[config.mk]
export PLATFORM = sky130hd
export DESIGN_NAME = reg_file
export DESIGN_NICKNAME = d
export VERILOG_FILES = /design/src/rtl/risc_pkg.sv /design/src/rtl/wb_scoreboard.sv /design/src/rtl/reg_file.sv
export SDC_FILE = /design/constraint.sdc
export NUM_CORES = 1
export LEC_CHECK = 0
export CAP_MARGIN = 10
export CORE_MARGIN = 3
export CORE_UTILIZATION = 45
export CTS_CLUSTER_DIAMETER = 120
export DETAILED_ROUTE_END_ITERATION = 10
export DONT_BUFFER_PORTS = 1
export SYNTH_ARGS = -nofsm -noshare
export SYNTH_HDL_FRONTEND = slang
export SYNTH_SLANG_ARGS = --single-unit
[constraint.sdc]
create_clock -name clk -period 2.3 [get_ports clk]
set_input_delay 0.23 -clock clk [delete_from_list [all_inputs] [get_ports clk]]
set_output_delay 0.23 -clock clk [all_outputs]
set_load 0.02 [all_outputs]
[src/rtl/risc_pkg.sv]
// Shared core constants and the register index type used by decode, writeback
// and the register file.
package risc_pkg;

    localparam int NREG = 8;
    localparam int DW   = 8;
    localparam int AW   = 3;

    typedef logic [AW-1:0] reg_idx_t;

endpackage

[src/rtl/wb_scoreboard.sv]
// Pending-write scoreboard: tracks one outstanding writer per register and
// raises stall for RAW (operand) and WAW (destination) hazards.
module wb_scoreboard
    import risc_pkg::*;
(
    input  logic            clk,
    input  logic            rst,
    input  logic            wb_en,
    input  logic [AW-1:0]   wb_rd,
    input  logic            iss_en,
    input  logic [AW-1:0]   iss_rd,
    input  logic [AW-1:0]   rs1_addr,
    input  logic [AW-1:0]   rs2_addr,
    input  logic            rs1_use,
    input  logic            rs2_use,
    output logic            stall,
    output logic [NREG-1:0] pend
);

    logic [NREG-1:0] wb_hit;
    logic [NREG-1:0] iss_set;
    logic [NREG-1:0] eff;

    always_comb begin
        wb_hit = '0;
        if (wb_en) begin
            wb_hit[wb_rd] = 1'b1;
        end
    end

    // A register written back this cycle is ready now; bypass supplies its data.
    assign eff = pend & ~wb_hit;

    assign stall = (rs1_use && eff[rs1_addr])
                || (rs2_use && eff[rs2_addr])
                || (iss_en  && eff[iss_rd]);

    always_comb begin
        iss_set = '0;
        if (iss_en && !stall) begin
            iss_set[iss_rd] = 1'b1;
        end
    end

    // Set is applied after clear: a new writer accepted in the retiring cycle stays outstanding.
    always_ff @(posedge clk) begin
        if (rst) begin
            pend <= '0;
        end else begin
            pend <= (pend & ~wb_hit) | iss_set;
        end
    end

endmodule

[src/rtl/reg_file.sv]
// Eight-entry register file with two bypassed combinational read ports and a
// pending-write scoreboard that stalls issue on in-flight results.
module reg_file
    import risc_pkg::*;
(
    input  logic            clk,
    input  logic            rst,
    input  logic            wb_en,
    input  logic [AW-1:0]   wb_rd,
    input  logic [DW-1:0]   wb_data,
    input  logic [AW-1:0]   rs1_addr,
    input  logic [AW-1:0]   rs2_addr,
    input  logic            rs1_use,
    input  logic            rs2_use,
    input  logic            iss_en,
    input  logic [AW-1:0]   iss_rd,
    output logic [DW-1:0]   rs1_data,
    output logic [DW-1:0]   rs2_data,
    output logic            stall,
    output logic [NREG-1:0] pend
);

    logic [DW-1:0] regs [NREG];

    always_ff @(posedge clk) begin
        if (rst) begin
            for (int i = 0; i < NREG; i++) begin
                regs[i] <= '0;
            end
        end else if (wb_en) begin
            regs[wb_rd] <= wb_data;
        end
    end

    // Writeback forwarding gives zero-cycle write-to-read latency.
    always_comb begin
        rs1_data = regs[rs1_addr];
        if (wb_en && (wb_rd == rs1_addr)) begin
            rs1_data = wb_data;
        end
    end

    always_comb begin
        rs2_data = regs[rs2_addr];
        if (wb_en && (wb_rd == rs2_addr)) begin
            rs2_data = wb_data;
        end
    end

    wb_scoreboard u_scoreboard (
        .clk      (clk),
        .rst      (rst),
        .wb_en    (wb_en),
        .wb_rd    (wb_rd),
        .iss_en   (iss_en),
        .iss_rd   (iss_rd),
        .rs1_addr (rs1_addr),
        .rs2_addr (rs2_addr),
        .rs1_use  (rs1_use),
        .rs2_use  (rs2_use),
        .stall    (stall),
        .pend     (pend)
    );

endmodule
# Word level (Yosys, flattened, before mapping)
# Memories as Yosys holds them, arrays and structs flattened.
# Cells that the tools add are included.
[totals] ff_bits=8 latch_bits=0 mem_bits_rw=64 mem_bits_ro=0 input_bits=26 out_inout_bits=25 wordCells=47 memories=1
[mem_list] name="regs" depth=8 width=8 rd=2 rd_ports_with_merged_regs=0 write_ports=8 line_no="reg_file.sv:23" rtl="logic [DW-1:0] regs [NREG];"
[classes] add_sub_neg=0 n_mul=0 n_div=0 order_cmp=6 eq_ne=2 shift=0 muxes=22 bitwise_logic=3 reduce_logical=12
[ops] op="$mux 8" count=5
[ops] op="$lt 3x4->1 const B" count=4
[ops] op="$mux 1" count=11
[ops] op="$bmux 1 s3" count=3
[ops] op="$and 8x8->8" count=1
[ops] op="$logic_and 1x1->1" count=8
[ops] op="$not 8->8" count=1
[ops] op="$or 8x8->8" count=1
[ops] op="$reduce_or 8->1" count=1
[ops] op="$demux 1 s3" count=2
[ops] op="$eq 3x3->1" count=2
[ops] op="$ge 3x1->1 const B" count=2
[ops] op="$mux 3" count=1
[ops] op="$logic_or 1x1->1" count=2
[ops] op="$logic_not 1->1" count=1

# Longest topological paths before layout
# Gate-level depths: netlist (run 1).
[depth] ltp_word=16 ltp_mapped=7 ltp_nobuf=6

# Hierarchy
# From an unflattened synthesis (run 1), not the netlist that was laid out.
[unflattened] hier_cells=323 hier_area_um2=4484.3
[by_module_without_submodules] mod="reg_file" instances=1 cells_per_inst=233 area_each_um2=3761.1
[by_module_without_submodules] mod="wb_scoreboard" instances=1 cells_per_inst=90 area_each_um2=723.2

# Worst setup path before layout (run 1)
# Ideal clock, no wire load.
[synth_timing] kind="input port to output port" start="input rs1_addr[0]" end="output rs1_data[0]" t_arrival_ns=1.783 required_time_ns=2.070 setup_slack_ns=0.287 path_stages=6 path_buffers=3 path_cell_list="buf_2 -> buf_2 -> xnor2_1 -> nand4_1 -> clkbuf_1 -> a21oi_1"
[synth_via] elab_chain_len=3
[synth_lines] item="start, declared" line_no="reg_file.sv:11" rtl="input logic [AW-1:0] rs1_addr,"
[synth_lines] item="parallel branches: the longest is 2 deep, another holds $mem_v2 8x8"
[synth_lines] item="$mux 8 (*)" line_no="reg_file.sv:38" rtl="if (wb_en && (wb_rd == rs1_addr)) begin"
[synth_lines] item="end, declared" line_no="reg_file.sv:17" rtl="output logic [DW-1:0] rs1_data,"
# Mark *: on every way between the ends.

# Final worst setup path (run 1)
[layout_timing] start="register u_scoreboard.pend[0]" end="output stall"
[layout_via] elab_chain_len=6
[layout_lines] item="start, declared" line_no="wb_scoreboard.sv:17" rtl="output logic [NREG-1:0] pend"
[layout_lines] item="start signal, assigned" line_no="wb_scoreboard.sv:50" rtl="pend <= (pend & ~wb_hit) | iss_set;"
[layout_lines] item="$and 8x8->8 (*)" line_no="wb_scoreboard.sv:32" rtl="assign eff = pend & ~wb_hit;"
[layout_lines] item="$bmux 1 s3, on equally long branches" line_no="wb_scoreboard.sv:34, wb_scoreboard.sv:35"
[layout_lines] item="$mux 1, on equally long branches" line_no="wb_scoreboard.sv:34, wb_scoreboard.sv:35"
[layout_lines] item="$logic_and 1x1->1, on equally long branches" line_no="wb_scoreboard.sv:34, wb_scoreboard.sv:35"
[layout_lines] item="$logic_or 1x1->1" line_no="wb_scoreboard.sv:35" rtl="|| (rs2_use && eff[rs2_addr])"
[layout_lines] item="$logic_or 1x1->1 (*)" line_no="wb_scoreboard.sv:36" rtl="|| (iss_en && eff[iss_rd]);"
[layout_lines] item="end, declared" line_no="reg_file.sv:19" rtl="output logic stall,"
# Mark *: on every way between the ends. The rest lies on a longest branch, timed or not. The select of a mux whose other input is x is not followed.

==> results of run 1 <==
==> cell type report <==
type                       instances  area (um^2)
sequential                        72         2083
multi-input combinational        244         2118
tap                              129        161.4
fill                             821         4456
clock buffer                       9        123.9
clock inverter                     6        92.59
inverter                           6        22.52
timing repair buffer              24        182.7
==> cell families (layout without fill, tap and decap cells) <==
kind of cell           count (synthesis)  in the layout  share of synthesized area, %
AND/OR/NAND/NOR                      147            147                         20.12
XOR/XNOR                               7              7                         1.427
flip-flops                            72             72                         48.44
buffers and inverters                 28             45                         2.620
multiplexers                          50             50                         21.25
AO/OA/AOI/OAI                         40             40                         6.143
==> final timing paths <==
check	end	slack [ps]	depth (start not counted)
hold / removal	u_scoreboard.pend[7]	40	2
setup reg to reg	u_scoreboard.pend[5]	610	5
setup / recovery	stall	110	4
hold reg to reg	u_scoreboard.pend[2]	550	2
==> flip-flops by register name, summed over array words and instances (netlist names) <==
signal and flops:
u_scoreboard.pend 8, regs 64
==> where the power goes <==
group	leakage [nW]	internal [mW]	switching, mW
Sequential	0.684	1.50	0.0407
Combinational	0.870	0.232	0.239
Clock	0.102	0.612	0.503
==> metal layers <==
metal / global-route usage, % / vias up / wire, um / part of all wire [%]
li1: - / 1347 / - / -
met1: 27.25 / 1421 / 4493 / 41
met2: 36.45 / 115 / 5602 / 51
met3: 5.109 / 11 / 706 / 6.4
met4: 6.743 / 0 / 160 / 1.5
met5: 0 / - / 0 / 0
==> synthesized netlist by cell type (2+ instances only) <==
master,count
and2_1,64
edfxtp_1,64
mux4_2,33
nor2_1,21
a21oi_1,17
mux2i_1,17
clkbuf_1,15
nand4_1,12
nand2_1,10
nand2b_1,10
dfxtp_1,8
buf_2,6
inv_1,6
nand3_1,6
o31ai_1,6
xnor2_1,6
nor3_1,5
nand4b_1,3
nand4bb_1,3
o2111ai_1,3
o21ai_0,3
or2_2,3
a311oi_1,2
nand3b_1,2
o22ai_1,2
o311ai_0,2
o32ai_1,2
==> worst max-delay path: stages, from the launching register on <==
cell and delay, ps:
dfxtp_1 480, nand2_2 120, mux4_2 500, a2bb2oi_4 250, a21o_1 260
==> repair_timing <==
| action | 4_1_cts | 5_1_grt |
|---|---|---|
| hold buffers | 1 | 0 |
| gates cloned | 0 | 0 |
| endpoints found under the setup margin | 1 | 1 |
| setup buffers | 0 | 0 |
| hold endpoints to repair | 4 | 0 |
| gates resized for setup | 1 | 2 |
==> per-stage QoR <==
step	power (mW)	hold WS (ps)	cells	instance area, um^2	setup slack, ps
2_1_floorplan	1.938	383.4	344	4298	286.6
3_3_place_gp	2.035	335.3	474	4542	408.8
3_5_place_dp	2.041	334.8	474	4542	376.3
4_1_cts	3.147	32.13	490	4780	69.34
5_1_grt	3.261	49.36	490	4785	17.44
6_report	3.130	37.09	490	4785	111.1
==> flow_summary.toml, run 1 <==
[synth]
async_reset_ff_share_pct = 0
postSynthAreaPerCell_um2 = 12.49
synth_cells = 344
synthDistinctLibCells = 40
synthTopCellsByArea = "edfxtp_1 45%, mux4_2 17%, and2_1 9.3%"
syn_nets = 370
yosys.area.top_type = "edfxtp_1"
yosys_register_bits = 72
synth_warnings = 0
synth-edff-count = 64
ys.flop_type = "edfxtp_1"
yosysTopAreaCellShare_pct = 44.72
yosysSeqAreaShare_pct = 48.44
syn_area_um2 = 4298

[sta]
fmax_mhz = 456.9
relSlewSlack_pct = 58.44
fin_setup_tns_ps = 0
setup_viol = 0
finalCriticalPeriod_ps = 2189
hold_violations = 0
skew_ps = 6.083
period_share_pct = 95.17
rsz0062_at_grt = "no"
slew_violations = 0
tightest_slew_ps = 621.2

[route]
drcViolationCount = 0
wl_um = 10960
drtAntennaViolNets = 0
num_vias = 2894
dr.first_iter.drc_count = 167
vias_per_cell = 5.906
first_pass_iters = 4
wl_per_cell_um = 22.37

[floorplanning]
ios = 51
die_w_um = 103.7
rows = 35
start_util_pct = 46.51
core_um2 = 9240
die_area_um2 = 10760
die_y_um = 103.7

[clocking]
cts.sinks = 72
cts_buffer_depth = 2
clkLatencyLatePin_ps = 350
cts_tree = "yes"
clkSlewWorstSetupHoldPaths_ps = 80
cts_root_buffer = "clkbuf_8"
cts_buffers = 9
htreeDepth = 3

[critical_path]
crit_start = "u_scoreboard.pend[0]"
cp_data_required_time_ps = 2070
worstSetupPathType = "reg2out"
r2r_start = "u_scoreboard.pend[0]"
crit_arrival_ps = 1960
cp-start-kind = "flip-flop"
path_max_fanout = 9
critPathCaptureType = "output port"

[finish]
diodes = 0
drive_above_1_share_pct = 22.16
final_cell_mix = "64 x and2_1, 64 x edfxtp_1, 33 x mux4_2, 23 x buf_4, 21 x nor2_1"
final_net_count = 383
final_util_pct = 51.78
syn_to_final_growth_pct = 11.32

[placement]
hpwl_um = 7434
numPortBuffers = 0
routabilityCongestion = 0.9198

[status]
status = "finished, final reports clean"

[global_routing]
grt_pass1_wl_um = 17210
grt_max_degree = 26
grt-ovfl-total = 0
grt_pass1_vias = 2996
antenna_found_initial = 0
track_usage_pct = 21.43

[power]
peakVddDrop_mv = 0.3504
leakagePower_nw = 1.656
p_per_area_nw_per_um2 = 654.2

[min_path]
worstHoldStart = "iss_rd[0]"
min_path_type = "in2reg"

[job]
cap_viol_max_count = 0
No activity file was read; power rests on OpenSTA's default activity.
==> inputs of run 2 (changes only) <==
--- a/config.mk
+++ b/config.mk
@@ -11,6 +11,7 @@
 export CTS_CLUSTER_DIAMETER = 120
 export DETAILED_ROUTE_END_ITERATION = 10
 export DONT_BUFFER_PORTS = 1
+export REMOVE_ABC_BUFFERS = 1
 export SYNTH_ARGS = -nofsm -noshare
 export SYNTH_HDL_FRONTEND = slang
 export SYNTH_SLANG_ARGS = --single-unit
==> flow_summary.toml, run 2 (same netlist as run 1, synthesis figures left out) <==
[min_path]
whs_path_depth = 2
worstHoldStart = "iss_rd[0]"
min_path_type = "in2reg"
min_to = "u_scoreboard.pend[1]"

[route]
drcViolationCount = 0
wl_um = 11450
wl_per_cell_um = 23.08
dr.first_iter.drc_count = 250
num_vias = 3009
first_pass_iters = 5
drtAntennaViolNets = 0
vias_per_cell = 6.067

[finish]
reg_top3 = "regs (64), u_scoreboard.pend (8)"
final_util_pct = 52.47
final_cell_mix = "64 x and2_1, 64 x edfxtp_1, 33 x mux4_2, 29 x buf_4, 21 x nor2_1"
syn_to_final_growth_pct = 12.81
diodes = 0
top_register = "regs"
drive_above_1_share_pct = 23.16
fillerInstances = 804
final_cells = 496
regArea_um2 = 2083
final_net_count = 389
largest_reg_flops = 64
multiInputGateArea_um2 = 2120

[critical_path]
r2r_start = "u_scoreboard.pend[5]"
reg2reg_slack_ps = 510
cp-start-kind = "flip-flop"
timing.reg2reg.worst_path_depth = 6
worstSetupPathType = "reg2out"
critPathCaptureType = "output port"
cp_data_required_time_ps = 2070
crit_arrival_ps = 1950
path_max_fanout = 9
r2r-end = "u_scoreboard.pend[5]"

[power]
p_total_mw = 3.238
p_per_area_nw_per_um2 = 667.8
leakagePower_nw = 1.695
peakVddDrop_mv = 0.4037

[placement]
routabilityCongestion = 0.8650
placed_cells = 480
hpwl_um = 7274
numPortBuffers = 0

[sta]
period_share_pct = 94.98
slew_violations = 0
tightest_slew_ps = 725.5
relSlewSlack_pct = 51.45
skew_ps = 1.367
whs_ps = 37.29
finalCriticalPeriod_ps = 2185
rsz0062_at_grt = "no"
hold_violations = 0
fin_setup_tns_ps = 0
setup_viol = 0
fmax_mhz = 457.7

[floorplanning]
core_um2 = 9240
start_util_pct = 46.51
die_area_um2 = 10760
die_w_um = 103.7
rows = 35
ios = 51
die_y_um = 103.7

[clocking]
cts_root_buffer = "clkbuf_8"
cts_tree = "yes"
clkLatencyLatePin_ps = 350
cts_buffer_depth = 2
cts_buffers = 9
cts.sinks = 72
htreeDepth = 3
clkSlewWorstSetupHoldPaths_ps = 80

[global_routing]
grt_max_degree = 26
grt_pass1_wl_um = 17370
grt-ovfl-total = 0
track_usage_pct = 21.78
antenna_found_initial = 0
grt_pass1_vias = 2918

[status]
status = "finished, final reports clean"

[job]
cap_viol_max_count = 0
## run 2: per-layer routing
| layer | global-route usage [%] | vias to the layer above | wire length [um] |
|---|---|---|---|
| li1 | - | 1356 | - |
| met1 | 30.89 | 1492 | 4930 |
| met2 | 34.11 | 149 | 5457 |
| met3 | 5.171 | 12 | 955 |
| met4 | 5.508 | 0 | 104 |
| met5 | 0 | - | 0 |
## run 2: how the worst max path moves through the flow
stage,from,end,cells after the start
floorplan,wb_rd[2],u_scoreboard.pend[0],6
global placement,u_scoreboard.pend[4],stall,4
detailed placement,wb_rd[2],u_scoreboard.pend[0],6
CTS,u_scoreboard.pend[4],stall,4
global route,u_scoreboard.pend[0],stall,4
finish,u_scoreboard.pend[0],stall,4
## run 2: report_power, final
part / internal (mW) / total [mW] / leakage, nW / switching, mW
sequential: 1.50 / 1.54 / 0.684 / 0.0407
combinational: 0.249 / 0.489 / 0.899 / 0.239
clock: 0.717 / 1.20 / 0.113 / 0.488
## run 2: area by class of cell
type / count / share of cell area (%)
clock buffers: 10 / 2.632
clock inverters: 5 / 2.194
inverters: 6 / 0.4645
multi-input cells: 244 / 43.72
flip-flops and latches: 72 / 42.97
well taps: 129 / 3.329
repair buffers: 30 / 4.697
## run 2: metrics by stage
step | setup slack (ps) | area, um^2
after global routing | 14.01 | 4848
final | 115.4 | 4848
after CTS | 65.59 | 4842
after detailed placement | 381.3 | 4587
after floorplan | 489.8 | 4208
after global placement | 385.8 | 4587
## run 2: what timing repair did
action / in CTS / in global routing
hold buffers: 1 / 0
cloned: 0 / 0
resized for setup: 1 / 2
hold endpoints to repair: 4 / 0
setup buffers: 0 / 0
setup endpoints to repair: 1 / 1
## run 2: critical path, stage by stage (launching register included)
cell,delay [ps]
dfxtp_1,470
nand2_2,120
mux4_2,500
a2bb2oi_4,250
a21o_1,260
